`config.mk`:
```
export PLATFORM = sky130hd
export DESIGN_NAME = axis_adc_boxcar_decimator
export DESIGN_NICKNAME = d
export VERILOG_FILES = /design/src/rtl/axis_adc_boxcar_decimator_pkg.sv /design/src/rtl/axis_adc_boxcar_decimator_lane.sv /design/src/rtl/axis_adc_boxcar_decimator.sv
export SDC_FILE = /design/constraint.sdc
export NUM_CORES = 1
export LEC_CHECK = 0
export CAP_MARGIN = 20
export CELL_PAD_IN_SITES_DETAIL_PLACEMENT = 0
export CELL_PAD_IN_SITES_GLOBAL_PLACEMENT = 1
export CORE_MARGIN = 3
export CORE_UTILIZATION = 42
export DETAILED_ROUTE_END_ITERATION = 8
export GPL_ROUTABILITY_DRIVEN = 1
export PLACE_DENSITY = 0.86
export SETUP_SLACK_MARGIN = 0.5
export SYNTH_ARGS = -nofsm -noshare
export SYNTH_HDL_FRONTEND = slang
export SYNTH_SLANG_ARGS = --single-unit
```
`constraint.sdc`:
```
create_clock -name aclk -period 6.6 [get_ports aclk]
set_input_delay 1.32 -clock aclk [delete_from_list [all_inputs] [get_ports aclk]]
set_output_delay 1.32 -clock aclk [all_outputs]
set_load 0.05 [all_outputs]
```
`src/rtl/axis_adc_boxcar_decimator_pkg.sv`:
```
// Shared state enumeration for the boxcar decimator.
package axis_adc_boxcar_decimator_pkg;

  typedef enum logic {
    IDLE  = 1'b0,
    ACCUM = 1'b1
  } state_t;

endpackage

```
`src/rtl/axis_adc_boxcar_decimator_lane.sv`:
```
// boxcar_lane: one channel's accumulator.
//   aclk, areset : clock, synchronous active-high reset
//   clear        : discard the partial sum (frame flush)
//   beat         : accept sample this cycle
//   first        : this beat starts a new frame (restart from the sample)
//   sample       : two's complement input sample
//   sum          : frame sum including the current sample (combinational)
module boxcar_lane #(
  parameter int SAMPLE_WIDTH = 16,
  parameter int ACC_WIDTH    = 32
) (
  input  logic                    aclk,
  input  logic                    areset,
  input  logic                    clear,
  input  logic                    beat,
  input  logic                    first,
  input  logic [SAMPLE_WIDTH-1:0] sample,
  output logic [ACC_WIDTH-1:0]    sum
);

  logic [ACC_WIDTH-1:0] acc;
  logic [ACC_WIDTH-1:0] ext;

  always_comb begin
    ext = {{(ACC_WIDTH-SAMPLE_WIDTH){sample[SAMPLE_WIDTH-1]}}, sample};
    sum = first ? ext : acc + ext;
  end

  always_ff @(posedge aclk) begin
    if (areset || clear) begin
      acc <= '0;
    end else if (beat) begin
      acc <= sum;
    end
  end

endmodule

```
`src/rtl/axis_adc_boxcar_decimator.sv`:
```
// Two-channel boxcar (sum-and-dump) decimator for an unstallable ADC stream.
//   aclk, areset          : clock, synchronous active-high reset
//   cfg_enable            : run when high, flush the partial frame when low
//   cfg_ratio             : decimation ratio N (0 and 1 both mean pass-through)
//   s_axis_tvalid/tdata   : ADC samples, A in low lane, B in high lane
//   m_axis_tvalid/tready/tdata : frame sums, A in low lane, B in high lane
//   sts_overrun           : sticky, a result was dropped on a full output
//   sts_frames            : count of results accepted downstream
module axis_adc_boxcar_decimator
  import axis_adc_boxcar_decimator_pkg::*;
#(
  parameter int SAMPLE_WIDTH = 16,
  parameter int ACC_WIDTH    = 32,
  parameter int RATIO_WIDTH  = 16
) (
  input  logic                      aclk,
  input  logic                      areset,
  input  logic                      cfg_enable,
  input  logic [RATIO_WIDTH-1:0]    cfg_ratio,
  input  logic                      s_axis_tvalid,
  input  logic [2*SAMPLE_WIDTH-1:0] s_axis_tdata,
  output logic                      m_axis_tvalid,
  input  logic                      m_axis_tready,
  output logic [2*ACC_WIDTH-1:0]    m_axis_tdata,
  output logic                      sts_overrun,
  output logic [31:0]               sts_frames
);

  state_t                 state;
  logic [RATIO_WIDTH-1:0] cnt;
  logic [RATIO_WIDTH-1:0] n_lat;
  logic [RATIO_WIDTH-1:0] neff;
  logic [RATIO_WIDTH-1:0] n_cur;
  logic                   first;
  logic                   flush;
  logic                   beat;
  logic                   last;
  logic                   accept;
  logic [ACC_WIDTH-1:0]   sum_a;
  logic [ACC_WIDTH-1:0]   sum_b;

  // The ratio in force on the first beat of a frame is the live input; later
  // beats use the value latched then, so mid-frame changes wait a frame.
  always_comb begin
    neff   = (cfg_ratio == '0) ? RATIO_WIDTH'(1) : cfg_ratio;
    first  = (cnt == '0);
    n_cur  = first ? neff : n_lat;
    flush  = (state == ACCUM) && !cfg_enable;
    beat   = (state == ACCUM) && cfg_enable && s_axis_tvalid;
    last   = beat && (cnt == n_cur - RATIO_WIDTH'(1));
    accept = m_axis_tvalid && m_axis_tready;
  end

  boxcar_lane #(
    .SAMPLE_WIDTH(SAMPLE_WIDTH),
    .ACC_WIDTH   (ACC_WIDTH)
  ) u_lane_a (
    .aclk  (aclk),
    .areset(areset),
    .clear (flush),
    .beat  (beat),
    .first (first),
    .sample(s_axis_tdata[SAMPLE_WIDTH-1:0]),
    .sum   (sum_a)
  );

  boxcar_lane #(
    .SAMPLE_WIDTH(SAMPLE_WIDTH),
    .ACC_WIDTH   (ACC_WIDTH)
  ) u_lane_b (
    .aclk  (aclk),
    .areset(areset),
    .clear (flush),
    .beat  (beat),
    .first (first),
    .sample(s_axis_tdata[2*SAMPLE_WIDTH-1:SAMPLE_WIDTH]),
    .sum   (sum_b)
  );

  always_ff @(posedge aclk) begin
    if (areset) begin
      state         <= IDLE;
      cnt           <= '0;
      n_lat         <= '0;
      m_axis_tvalid <= 1'b0;
      m_axis_tdata  <= '0;
      sts_overrun   <= 1'b0;
      sts_frames    <= '0;
    end else begin
      case (state)
        IDLE:  if (cfg_enable) state <= ACCUM;
        ACCUM: begin
          if (!cfg_enable) begin
            state <= IDLE;
            cnt   <= '0;
          end else if (beat) begin
            if (first) n_lat <= neff;
            cnt <= last ? '0 : cnt + RATIO_WIDTH'(1);
          end
        end
        default: state <= IDLE;
      endcase

      if (accept) sts_frames <= sts_frames + 32'd1;

      // A new result may replace the held one only if it leaves this cycle.
      if (last) begin
        if (!m_axis_tvalid || m_axis_tready) begin
          m_axis_tvalid <= 1'b1;
          m_axis_tdata  <= {sum_b, sum_a};
        end else begin
          sts_overrun <= 1'b1;
        end
      end else if (accept) begin
        m_axis_tvalid <= 1'b0;
      end

      // No beats are taken while disabled, so this cannot race a new overrun.
      if (!cfg_enable) sts_overrun <= 1'b0;
    end
  end

endmodule

```
==> run metrics <==
Overflow after GRT 0; crit-path most repeated cell nor2_1; maximum vdd drop between 0.00015 and 0.0002 V; RSZ-0062 raised after global routing no; Mapped Area 12,100 sq um; Leak Pwr around 5.7 nW; clk sink count 195; clk_skew about 0.027 ns; Final #Nets approximately 1,800; worst-skew pair later-pin latency around 0.45 ns; DIE AREA about 31,000 sq um; Routability Congestion about 0.9; Worst setup SP type input port; CTS Buf Count 17; setup bufs post-CTS 0; met3 GRT Util under 10%; Die X between 150 and 200 um; final hold viol count 0; hold slack between 0.4 and 0.5 ns; core area between 20,000 and 30,000 sq um; Max Cap Viol 0; part of the Yosys area used for sequential elements between 30% and 40%; crit path time final 5.74 ns; post-synthesis cell count around 1,500; dominant cell type by area after synthesis dfxtp_1; Port-buffer cells 150; Crit path required time between 6 and 7 ns; Detailed Route Iter0 Violations between 800 and 900; post-DP HPWL between 20 and 25 mm; CTS tree built; area grow syn2layout 20.1%; YS warnings 0; top-count cell post-synth dfxtp_1; DR WL/cell about 17 um; fmax around 170 MHz; EDFF count, synth 0; Initial Util between 40 and 50%; max-slew violations 0; Syn Nets approximately 1,700; final wirelength 35.5 mm; Clock Path Buffers 2; antenna viol nets, final 0; layer with the highest usage met2; initial antenna violation count 0; Die Span Y ~180 um; Finished Cell Area 14,600 sq um; top cell type's share of synthesized area 32.2%; Critical-path top delay cell clkdlybuf4s50_1; # DRC 0; placed cell area 13,900 sq um; PD cells around 180 nW/um^2; Reg area roughly 3900 sq um; Pre-Repair DR Iteration Count 7; area occupied by multi-input gates between 7000 and 8000 sq um; num rows roughly 60; H-tree lvl count 4; critical path's largest stage delay a little under 0.6 ns; Crit. End Element flip-flop; largest net degree at the start of global routing 97; crit-path cells clkdlybuf4s50_1 > nor3_1 > and2_1 > a31oi_2 > nor2_1 > a21oi_1 > ha_2 > or4b_1 > nor4_4 > o21ai_1 > o32a_1 > a21o_1 > a211oi_2 > nand4_1 > or4_1 > buf_4 > nand3_4 > nor2_1 > a211o_1; CP bufs+invs 2; num ports 151; n_diodes 0; Seq cells post-synth slightly below 200; worst-path fanout max 26; CP delay by family, top simple AND/OR/NAND/NOR gates; ys flop type dfxtp_1; Synth async-reset ratio 0%; vias in the first global route between 10,000 and 15,000; Filler cells ~2,800; Cell variety after synth 90; crit share post-route between 80% and 90%; Hold/Removal Path Class reg -> reg; Worst Path Arrival just over 6 ns; clk root buf clkbuf_16; Setup TNS 0 ns; GR Util met2 between 30% and 40%; synthesized area per cell between 7 and 8 sq um; Overall Global Routing Usage between 20 and 25%; Least-Margin Pin Slew 1.06 ns; Vias about 11,000; share of cells above drive strength 1 around 6.2%; Setup CP Type in -> reg; via/cell ratio 5.58; status completed; Worst-path clk slew approximately 0.090 ns; first-pass GRT wire length roughly 57 mm; Area contributors post-synth dfxtp_1, ha_1, a21oi_1; setup violators final 0; most frequent cells after synthesis dfxtp_1, nor2_1, nand2_1; grt met1 use approximately a third; Slew headroom between 20 and 30%
-- final timing paths --
kind	slack (ns)	cells after the start	end	startpoint
worst max register to register	1.44	20	cnt[15]	cnt[0]
worst max-delay path	0.86	19	cnt[15]	cfg_ratio[3]
worst min register to register	0.45	2	m_axis_tdata[23]	m_axis_tdata[23]
worst min-delay path	0.45	2	m_axis_tdata[23]	m_axis_tdata[23]
-- cells by family after synthesis --
kind of cell	Yosys count	share of synthesized area, %
AO/OA/AOI/OAI	457	24.1
XOR/XNOR	97	7.23
adder cells (fa/ha/maj)	68	7.14
buffers and inverters	118	4.40
flip-flops	195	32.2
multiplexers	17	1.42
AND/OR/NAND/NOR	592	23.5
-- stage by stage --
step                      std cells  util, %  worst slack, ns  total power (W)
after global placement         2013     49.5            0.400          0.00158
after detailed placement       2013     49.5            0.200          0.00158
after floorplan                1544        -             1.47          0.00147
after global routing           2046     51.8            0.518          0.00280
after CTS                      2045     51.7            0.626          0.00271
final                          2046     51.8            0.855          0.00268
-- worst register-to-register path: cells and delay by family (launching register included) --
family	cells	cell delay, ns
multiplexers	1	0.29
AND/OR/NAND/NOR	9	2.27
buffers and inverters	3	0.57
AO/OA/AOI/OAI	5	1.06
flip-flops	1	0.37
adder cells (fa/ha/maj)	2	0.51
-- metal layers --
metal	vias up	part of all wire [%]
li1	5738	-
met1	5310	50
met2	331	43
met3	33	6.1
met4	0	1.4
met5	-	0
-- power breakdown --
| group | internal, W | switching, W | leakage, nW |
|---|---|---|---|
| clock network | 0.000529 | 0.000586 | 0.304 |
| logic | 0.000146 | 0.000219 | 3.82 |
| registers | 0.00119 | 0.0000104 | 1.57 |
-- state kept, by name, summed over array words and instances, names as in the netlist --
name / count
cnt: 16
m_axis_tdata: 64
m_axis_tvalid: 1
n_lat: 16
state: 1
sts_frames: 32
sts_overrun: 1
u_lane_a.acc: 32
u_lane_b.acc: 32
-- placed cells by master, fill, tap and decap left out, types with 11 or more instances in the layout --
cell type / synthesis / layout
clkdlybuf4s50_1: 0 / 149
a31oi_1: 13 / 12
clkbuf_16: 0 / 17
nand2_1: 178 / 178
nor3b_1: 11 / 11
mux2i_1: 15 / 15
xor2_1: 53 / 53
a211oi_2: 13 / 14
a21o_1: 43 / 43
and3_1: 32 / 31
buf_4: 8 / 19
a21oi_1: 153 / 152
nor2_1: 193 / 193
ha_1: 66 / 65
a211oi_1: 37 / 36
o21a_1: 15 / 15
dfxtp_1: 195 / 195
xnor2_1: 42 / 42
nand4_1: 12 / 12
o21ai_1: 15 / 15
nand2b_1: 13 / 13
nor2b_1: 14 / 14
o21ai_0: 91 / 91
nand3_1: 27 / 27
inv_1: 39 / 39
nor3_1: 44 / 44
-- what timing repair did --
action | CTS | global route
gates resized for setup | 0 | 4
setup endpoints to repair | 0 | 78
hold buffers | 0 | 0
-- area by class of cell --
| cell class | instances | share of cell area [%] |
|---|---|---|
| clock inverters | 15 | 1.44 |
| clock buffers | 17 | 2.92 |
| repair buffers | 171 | 11.6 |
| inverters | 39 | 1.01 |
| multi-input cells | 1231 | 53.0 |
| flip-flops and latches | 195 | 26.8 |
| well taps | 378 | 3.25 |
Note: power is estimated with default switching activity, not from simulation.
